**src/rtl/sysid_wait_timer.sv**
```systemverilog
// Load/enable down-counter with terminal-count expire.
// expire is high on the enabled cycle that would take the count from 1 to 0,
// i.e. on the load_value-th enabled cycle after a load.
module sysid_wait_timer #(
    parameter int WIDTH = 8
) (
    input  logic             clock,
    input  logic             reset,
    input  logic             load,
    input  logic             en,
    input  logic [WIDTH-1:0] load_value,
    output logic             expire
);

    logic [WIDTH-1:0] count;

    // Reload on reset or request, otherwise count down while enabled.
    always_ff @(posedge clock) begin
        if (reset || load) begin
            count <= load_value;
        end else if (en && (count != '0)) begin
            count <= count - WIDTH'(1);
        end
    end

    assign expire = en && (count == WIDTH'(1));

endmodule

```
**config.mk**
```make
export PLATFORM = sky130hd
export DESIGN_NAME = sysid_wait_timer
export DESIGN_NICKNAME = d
export VERILOG_FILES = /design/src/rtl/sysid_wait_timer.sv
export SDC_FILE = /design/constraint.sdc
export NUM_CORES = 1
export LEC_CHECK = 0
export BUFFER_PORTS_ARGS = -buffer_cell sky130_fd_sc_hd__buf_2
export CAP_MARGIN = 0
export CORE_AREA = 2 2 39 41
export DETAILED_ROUTE_END_ITERATION = 12
export DIE_AREA = 0 0 41 43
export PLACE_DENSITY = 0.58
export SLEW_MARGIN = 20
export SYNTH_ARGS = -nofsm -noshare
export SYNTH_HDL_FRONTEND = slang
export SYNTH_SLANG_ARGS = --single-unit
```
**constraint.sdc**
```tcl
create_clock -name clock -period 2.4 [get_ports clock]
set_input_delay 0.12 -clock clock [delete_from_list [all_inputs] [get_ports clock]]
set_output_delay 0.12 -clock clock [all_outputs]
set_load 0.005 [all_outputs]
```
Word level (Yosys, flattened, before mapping)
Index checks and enable logic that the tools add are counted.
{"block": "totals", "ff_bits": 8, "input_bits": 12, "out_inout_bits": 1, "wordCells": 10}
{"block": "classes", "addsub": 1, "eq_ne": 1, "muxes": 2, "n_reduce_logical": 5}
{"operator": "$mux 8", "n": 2}
{"operator": "$eq 8x1->1 const B", "n": 1}
{"operator": "$reduce_bool 8->1", "n": 1}
{"operator": "$sub 8x1->8 const B", "n": 1}
{"operator": "$logic_and 1x1->1", "n": 2}
{"operator": "$reduce_bool 2->1", "n": 1}
{"operator": "$logic_or 1x1->1", "n": 1}

Depth between registers and ports, before layout
Gate-level depths: netlist of the first run.
{"block": "logic_depth", "word_depth": 4, "depth_mapped": 5, "mapped_depth_nobuf": 5}

Least setup slack after synthesis of the first run
No wires, ideal clock.
{"block": "synth_timing", "path_type": "register to register", "startpoint": "reg count[2]", "endpoint": "reg count[0], enable pin", "arrival_ps": 1430, "required_time_ps": 2090, "path_slack_ps": 660, "path_stages_with_launch": 4, "synth_period_minus_slack_ps": 1740, "path_cell_list": "edfxtp_1 -> or4_4 -> o41ai_1 -> nand2_1"}
{"block": "synth_via", "elab_chain_cells": 3}
{"item": "start: declaration", "line_no": "15", "rtl": "logic [WIDTH-1:0] count;"}
{"item": "start signal: assignment", "line_no": "20", "rtl": "count <= load_value;"}
{"item": "start signal: assignment", "line_no": "22", "rtl": "count <= count - WIDTH'(1);"}
{"item": "$reduce_bool 8->1", "line_no": "21", "rtl": "end else if (en && (count != '0)) begin"}
{"item": "$logic_and 1x1->1", "line_no": "21"}
{"item": "$reduce_bool 2->1 (no source line)"}
No other way between the ends.
A chain may end at the register's enable or synchronous reset.

Final worst setup path of the first run
{"block": "layout_timing", "startpoint": "reg count[2]", "endpoint": "reg count[3], enable pin"}
The elaborated chain is that of the path after synthesis.

==> metrics.md, run 1 <==
| Metric | Value |
|---|---|
| Outcome | complete, no violations |
| Peak supply drop | 234 uV |
| Max reg flops | 8 |
| Area taken by multi-input logic gates | approximately 250 um^2 |
| Max-slew violation count | 0 |
| Gr usage total | 15.4% |
| Critical Path RT | 2.32 ns |
| Max Fclk | approximately 0.53 GHz |
| Worst-path cell chain | or4_4, o41ai_1, nand2_1 |
| WP data arrival | between 1.5 and 2 ns |
| CP Launch Type | flop |
| Seq cells post-synth | 8 |
| Hold slack | 0.148 ns |
| Clock transition at the registers of the reported paths | approximately 0.060 ns |
| Max incr delay on CP | approximately 0.58 ns |
| Root Driver | clkbuf_4 |
| Max cap viols | 0 |
| Max-slew headroom | between 60% and 70% |
| # port buffers | 12 |
| CP max FO | 8 |
| Post-DP HPWL | a little under 800 um |
| Area share of the largest cell type after synthesis | between 40% and 50% |
| Final core occ | between 40% and 50% |
| Period utilization | between 70% and 80% |
| Vias in the first global route | about 420 |
| Die area | 1760 um^2 |
| # rows | 14 |
| Worst skew pair latency | between 0.2 and 0.3 ns |
| Most flop-heavy register | count |
| Syn_nets | 66 |
| Largest net degree at the start of global routing | 11 |
| Layout cells sized above 1 | a little over a quarter |
| Mapped cell area | approximately 500 um^2 |
| Largest regs | count (8) |
| Final Routed Wirelength | roughly 1000 um |
| Synthesized area per cell | just under 10 um^2 |
| Cts hold-fix bufs | 0 |
| Area contributors post-synth | edfxtp_1, ha_1, o21ai_0 |
| Area growth syn-to-layout | 19.6% |
| Worst hold path class | input port to flop |
| YS warnings | 0 |
| Routed WL per cell | ~12 um |
| Core ar. | ~1400 um^2 |
| Antenna diodes | 0 |
| Placement Setup Slack | between 0.5 and 0.6 ns |
| Clock sinks | 8 |
| RSZ-0062 raised after global routing | no |
| Register Area | between 200 and 250 um^2 |
| Netlist cell types | 20 |
| CTS tree | yes |
| H-tree depth | 1 |
| Setup bufs post-CTS | 0 |
| Starting density of the core | approximately 36% |
| Worst Slack Setup Final | 0.502 ns |
| Worst path slowest cell | or4_4 |
| Die Width | 41 um |
| Grt ovf | 0 |
| Fill cell count | 148 |
| Tmin final | 1.90 ns |
| DRT iter0 DRCs | 9 |
| Max Root-Sink Buffers | 2 |
| Power Dens Cells | between 500 and 600 nW/um^2 |
| GP Congestion | roughly 0.72 |
| Initial antenna violation count | 0 |
| Total power | around 0.34 mW |
| Fin nets | ~80 |
| TritonRoute pass-1 iters | 2 |
| # DRC | 0 |
| First-pass GRT wire length | ~1800 um |
| CP Class | flop to flop |
| Setup TNS | 0 ns |
| Resized Gates After CTS | 0 |
| Routed Antenna Nets | 0 |
| DIE HEIGHT | around 43 um |
| Via count | 440 |
| CTS buffer count | 3 |
| Synth Instances | a little over 50 |
| Final Skew | about 0.0053 ns |
| Fin. Hold Viols | 0 |
| P_leak | around 0.25 nW |
| Critical Path End Type | flop |
| Dominant cell type by area after synthesis | edfxtp_1 |
| Final setup vio count | 0 |
| Io pins | 13 |
| DR vias/cell | 5.43 |
| Sequential area share after synthesis | 47.6% |
| Worst slew pin tran | roughly 0.49 ns |
## final cells by class
class	count	area share, %
timing repair buffer	12	9.96
sequential	8	39.8
clock buffer	3	3.73
multi-input combinational	38	40.7
tap	16	3.32
inverter	4	2.49
## cells in the mapped netlist (all sizes together)
| master | number |
|---|---|
| a31oi | 3 |
| edfxtp | 8 |
| or4 | 3 |
| o41ai | 1 |
| o211ai | 1 |
| xnor2 | 2 |
| nand3 | 1 |
| nor3b | 1 |
| or3 | 3 |
| o21ai | 6 |
| o31ai | 1 |
| inv | 4 |
| or4bb | 1 |
| nand2 | 6 |
| nor2 | 5 |
| or2 | 1 |
| clkbuf | 1 |
| ha | 3 |
## through the flow
stage / area [um^2] / std cells
floorplan: 504 / 51
global placement: 581 / 78
detailed placement: 581 / 78
CTS: 603 / 81
global route: 603 / 81
finish: 603 / 81
## layout by cell type, fill, tap and decap left out
cell / netlist / layout
nor2_1: 5 / 5
or4_4: 1 / 1
or4bb_1: 1 / 1
edfxtp_1: 8 / 8
ha_1: 3 / 3
xnor2_1: 2 / 2
or2_1: 1 / 1
clkbuf_4: 0 / 3
o31ai_1: 1 / 1
buf_2: 0 / 12
a31oi_1: 3 / 3
o211ai_1: 1 / 1
or3_1: 2 / 2
o21ai_0: 6 / 6
or4_1: 2 / 2
nand3_1: 1 / 1
inv_1: 4 / 4
or3_2: 1 / 1
nor3b_1: 1 / 1
o41ai_1: 1 / 1
nand2_1: 6 / 6
## cell families after synthesis
group	after synthesis	share of synthesized area (%)
buffers and inverters	5	3.72
adder cells (fa/ha/maj)	3	7.44
XOR/XNOR	2	3.47
AND/OR/NAND/NOR	21	23.3
flip-flops	8	47.6
AO/OA/AOI/OAI	12	14.4
## final timing paths
check                              startpoint       end  slack, ns  cells after the start
worst max-delay path                 count[2]  count[3]       0.50                      3
worst min-delay path            load_value[4]  count[4]       0.15                      3
worst max register to register       count[2]  count[3]       0.50                      3
worst min register to register       count[7]  count[7]       0.68                      2
## metal layers
metal | global-route usage [%] | vias up | wire (um) | share of wire [%]
met5 | 0 | - | 0 | 0
met4 | 10.0 | 0 | 19 | 1.9
met3 | 1.57 | 4 | 39 | 3.9
met2 | 21.6 | 10 | 445 | 44
met1 | 21.5 | 208 | 497 | 50
li1 | - | 218 | - | -
## critical path: cells and delay by family, from the launching register on
kind | cells | cell delay, ns
simple gates | 2 | 0.86
compound gates | 1 | 0.25
flops | 1 | 0.46
## power by group
group / internal [mW] / leakage (nW) / total (mW) / switching (mW)
combinational: 0.0266 / 0.148 / 0.0548 / 0.0282
sequential: 0.172 / 0.0834 / 0.189 / 0.0163
clock: 0.0571 / 0.0138 / 0.100 / 0.0432
total: 0.256 / 0.245 / 0.344 / 0.0877
Power figures use the tool's default switching activity.
==> run 2: changes to the inputs <==
==> constraint.sdc (replaced) <==
create_clock -name clock -period 1.9 [get_ports clock]
set_input_delay 0.095 -clock clock [delete_from_list [all_inputs] [get_ports clock]]
set_output_delay 0.095 -clock clock [all_outputs]
set_load 0.005 [all_outputs]
==> run 2 against run 1 <==
Maximum frequency rose by 8.2%. Clock power rose by 21%. Clock-buffer cell count did not move. Critical path depth did not move. Wire length fell by 4.4%.
==> metrics.md, run 2 (same netlist as run 1, synthesis figures left out) <==
| Metric | Value |
|---|---|
| Outcome | complete, no violations |
| Final Routed Wirelength | 957 um (-4.4%) |
| Post-Layout Cell Count | 85 (+4.9%) |
| Cts hold-fix bufs | 0 (unchanged) |
| Vias in the first global route | 355 (-16%) |
| CP top delay family | simple AND/OR/NAND/NOR gates |
| Hold endpoint | count[4] |
| Post-DP HPWL | 768 um (-0.63%) |
| Core ar. | 1380 um^2 (unchanged) |
| Grt ovf | 0 (unchanged) |
| Fill cell count | 135 (-8.8%) |
| Hold path depth | 3 (unchanged) |
| Placed Area | 611 um^2 (+5.2%) |
| RSZ-0062 raised after global routing | no |
| Min-delay src | load_value[4] |
| Period utilization | 92.3% (+13 points) |
| Clock transition at the registers of the reported paths | 0.05 ns (about the same) |
| Max-slew violation count | 0 (unchanged) |
| Final setup vio count | 0 (unchanged) |
| TritonRoute pass-1 iters | 4 (+2) |
| Fin. Hold Viols | 0 (unchanged) |
| P_leak | 0.265 nW (+8.2%) |
| CP Launch Type | flop |
| Resized Gates After CTS | 0 (unchanged) |
| # port buffers | 12 (unchanged) |
| Design Area, Final | 636 um^2 (+5.4%) |
| Io pins | 13 (unchanged) |
| Largest net degree at the start of global routing | 11 (unchanged) |
| Max incr delay on CP | 0.58 ns (about the same) |
| Peak supply drop | 460 uV (+96%) |
| Worst R2R Path Depth | 3 (unchanged) |
| Worst hold path class | input port to flop |
| Worst slew pin tran | 0.339 ns (-0.156 ns) |
| Final core occ | 45.9% (+2.4 points) |
| Max Fclk | 0.570 GHz (+8.2%) |
| Worst Slack Setup Final | 0.146 ns (-0.356 ns) |
| CTS buffer count | 3 (unchanged) |
| H-tree depth | 1 (unchanged) |
| # DRC | 0 (unchanged) |
| DR vias/cell | 4.98 (-8.4%) |
| Most frequent cells in the layout | buf_2, edfxtp_1, o21ai_0, nor2_1, nand2_1 |
| WP data arrival | 1.72 ns (-0.09 ns) |
| Reg2reg setup slack | 0.15 ns (-0.36 ns) |
| Worst path slowest cell | or4_4 |
| Critical Path End Type | flop |
| Setup bufs post-CTS | 0 (unchanged) |
| Die Width | 41 um (unchanged) |
| R2r startpoint | count[3] |
| Fin nets | 86 (+4.9%) |
| Placement Setup Slack | 0.115 ns (-0.400 ns) |
| Commonest non-fill, non-tap cell in the layout | buf_2 |
| Antenna diodes | 0 (unchanged) |
| Placed cell count | 82 (+5.1%) |
| CP max FO | 8 (unchanged) |
| Hold slack | 0.122 ns (-0.0256 ns) |
| Worst skew pair latency | 0.25 ns (about the same) |
| CP Class | flop to flop |
| Area growth syn-to-layout | 26.1% |
| Most flop-heavy register | count |
| RR Endpoint | count[3] |
| # rows | 14 (unchanged) |
| CTS tree | yes |
| Max-slew headroom | 77.1% (+10 points) |
| Critical path launch point | count[3] |
| Worst-path cell chain | or4_4, o41ai_1, nand2_2 |
| Starting density of the core | 36.4% (unchanged) |
| Critical Path RT | 1.87 ns (-0.45 ns) |
| Layout cells sized above 1 | 31.9% (+5.7 points) |
| Die area | 1760 um^2 (unchanged) |
| Total power | 0.440 mW (+28%) |
| Max cap viols | 0 (unchanged) |
| Routed Antenna Nets | 0 (unchanged) |
| Max reg flops | 8 (unchanged) |
| Initial antenna violation count | 0 (unchanged) |
| Max Root-Sink Buffers | 2 (unchanged) |
| Routed WL per cell | 11.3 um (-8.9%) |
| DRT iter0 DRCs | 6 (-3) |
| Power Dens Cells | 692 nW/um^2 (+21%) |
| Final Skew | 0.00630 ns (+0.000997 ns) |
| Gr usage total | 14.0% (-1.4 points) |
| Clock sinks | 8 (unchanged) |
| Largest regs | count (8) |
| Root Driver | clkbuf_4 |
| First-pass GRT wire length | 1520 um (-16%) |
| Setup TNS | 0 ns (unchanged) |
| Tmin final | 1.75 ns (-0.144 ns) |
| Via count | 423 (-3.9%) |
| Crit. path cell count | 3 (unchanged) |
| DIE HEIGHT | 43 um (unchanged) |
| Bufs and invs on worst path | 0 (unchanged) |
| GP Congestion | 0.715 (-0.28%) |
==> run 2: worst reg2reg max path, delay by kind of cell (launching register included) <==
family / cells / cell delay [ns]
flops: 1 / 0.38
compound gates: 1 / 0.32
simple gates: 2 / 0.78
==> run 2: worst max-delay path by stage <==
stage	end	slack (ns)
finish	count[3]	0.15
floorplan	count[0]	0.16
detailed placement	count[0]	0.11
global placement	count[0]	0.14
global route	count[1]	0.02
CTS	count[1]	0.11
==> run 2: report_power, final <==
| part | internal, mW | leakage [nW] | switching [mW] | total, mW |
|---|---|---|---|---|
| Sequential | 0.218 | 0.0834 | 0.0158 | 0.234 |
| Clock | 0.0717 | 0.0138 | 0.0491 | 0.121 |
| Combinational | 0.0432 | 0.168 | 0.0420 | 0.0853 |
==> run 2: layout make-up <==
cell class	count	area [um^2]	area share [%]
inverter	4	15.0	2.36
clock buffer	3	22.5	3.54
sequential	8	240	37.8
timing repair buffer	16	90.1	14.2
multi-input combinational	38	248	39.0
tap	16	20.0	3.15
==> run 2: per-layer routing <==
layer / track usage [%] / wire length, um / share of wire, % / vias up
li1: - / - / - / 228
met1: 18.8 / 457 / 48 / 183
met2: 18.1 / 433 / 45 / 12
met3: 6.28 / 67 / 7.0 / 0
met4: 8.00 / 0 / 0 / 0
met5: 0 / 0 / 0 / -
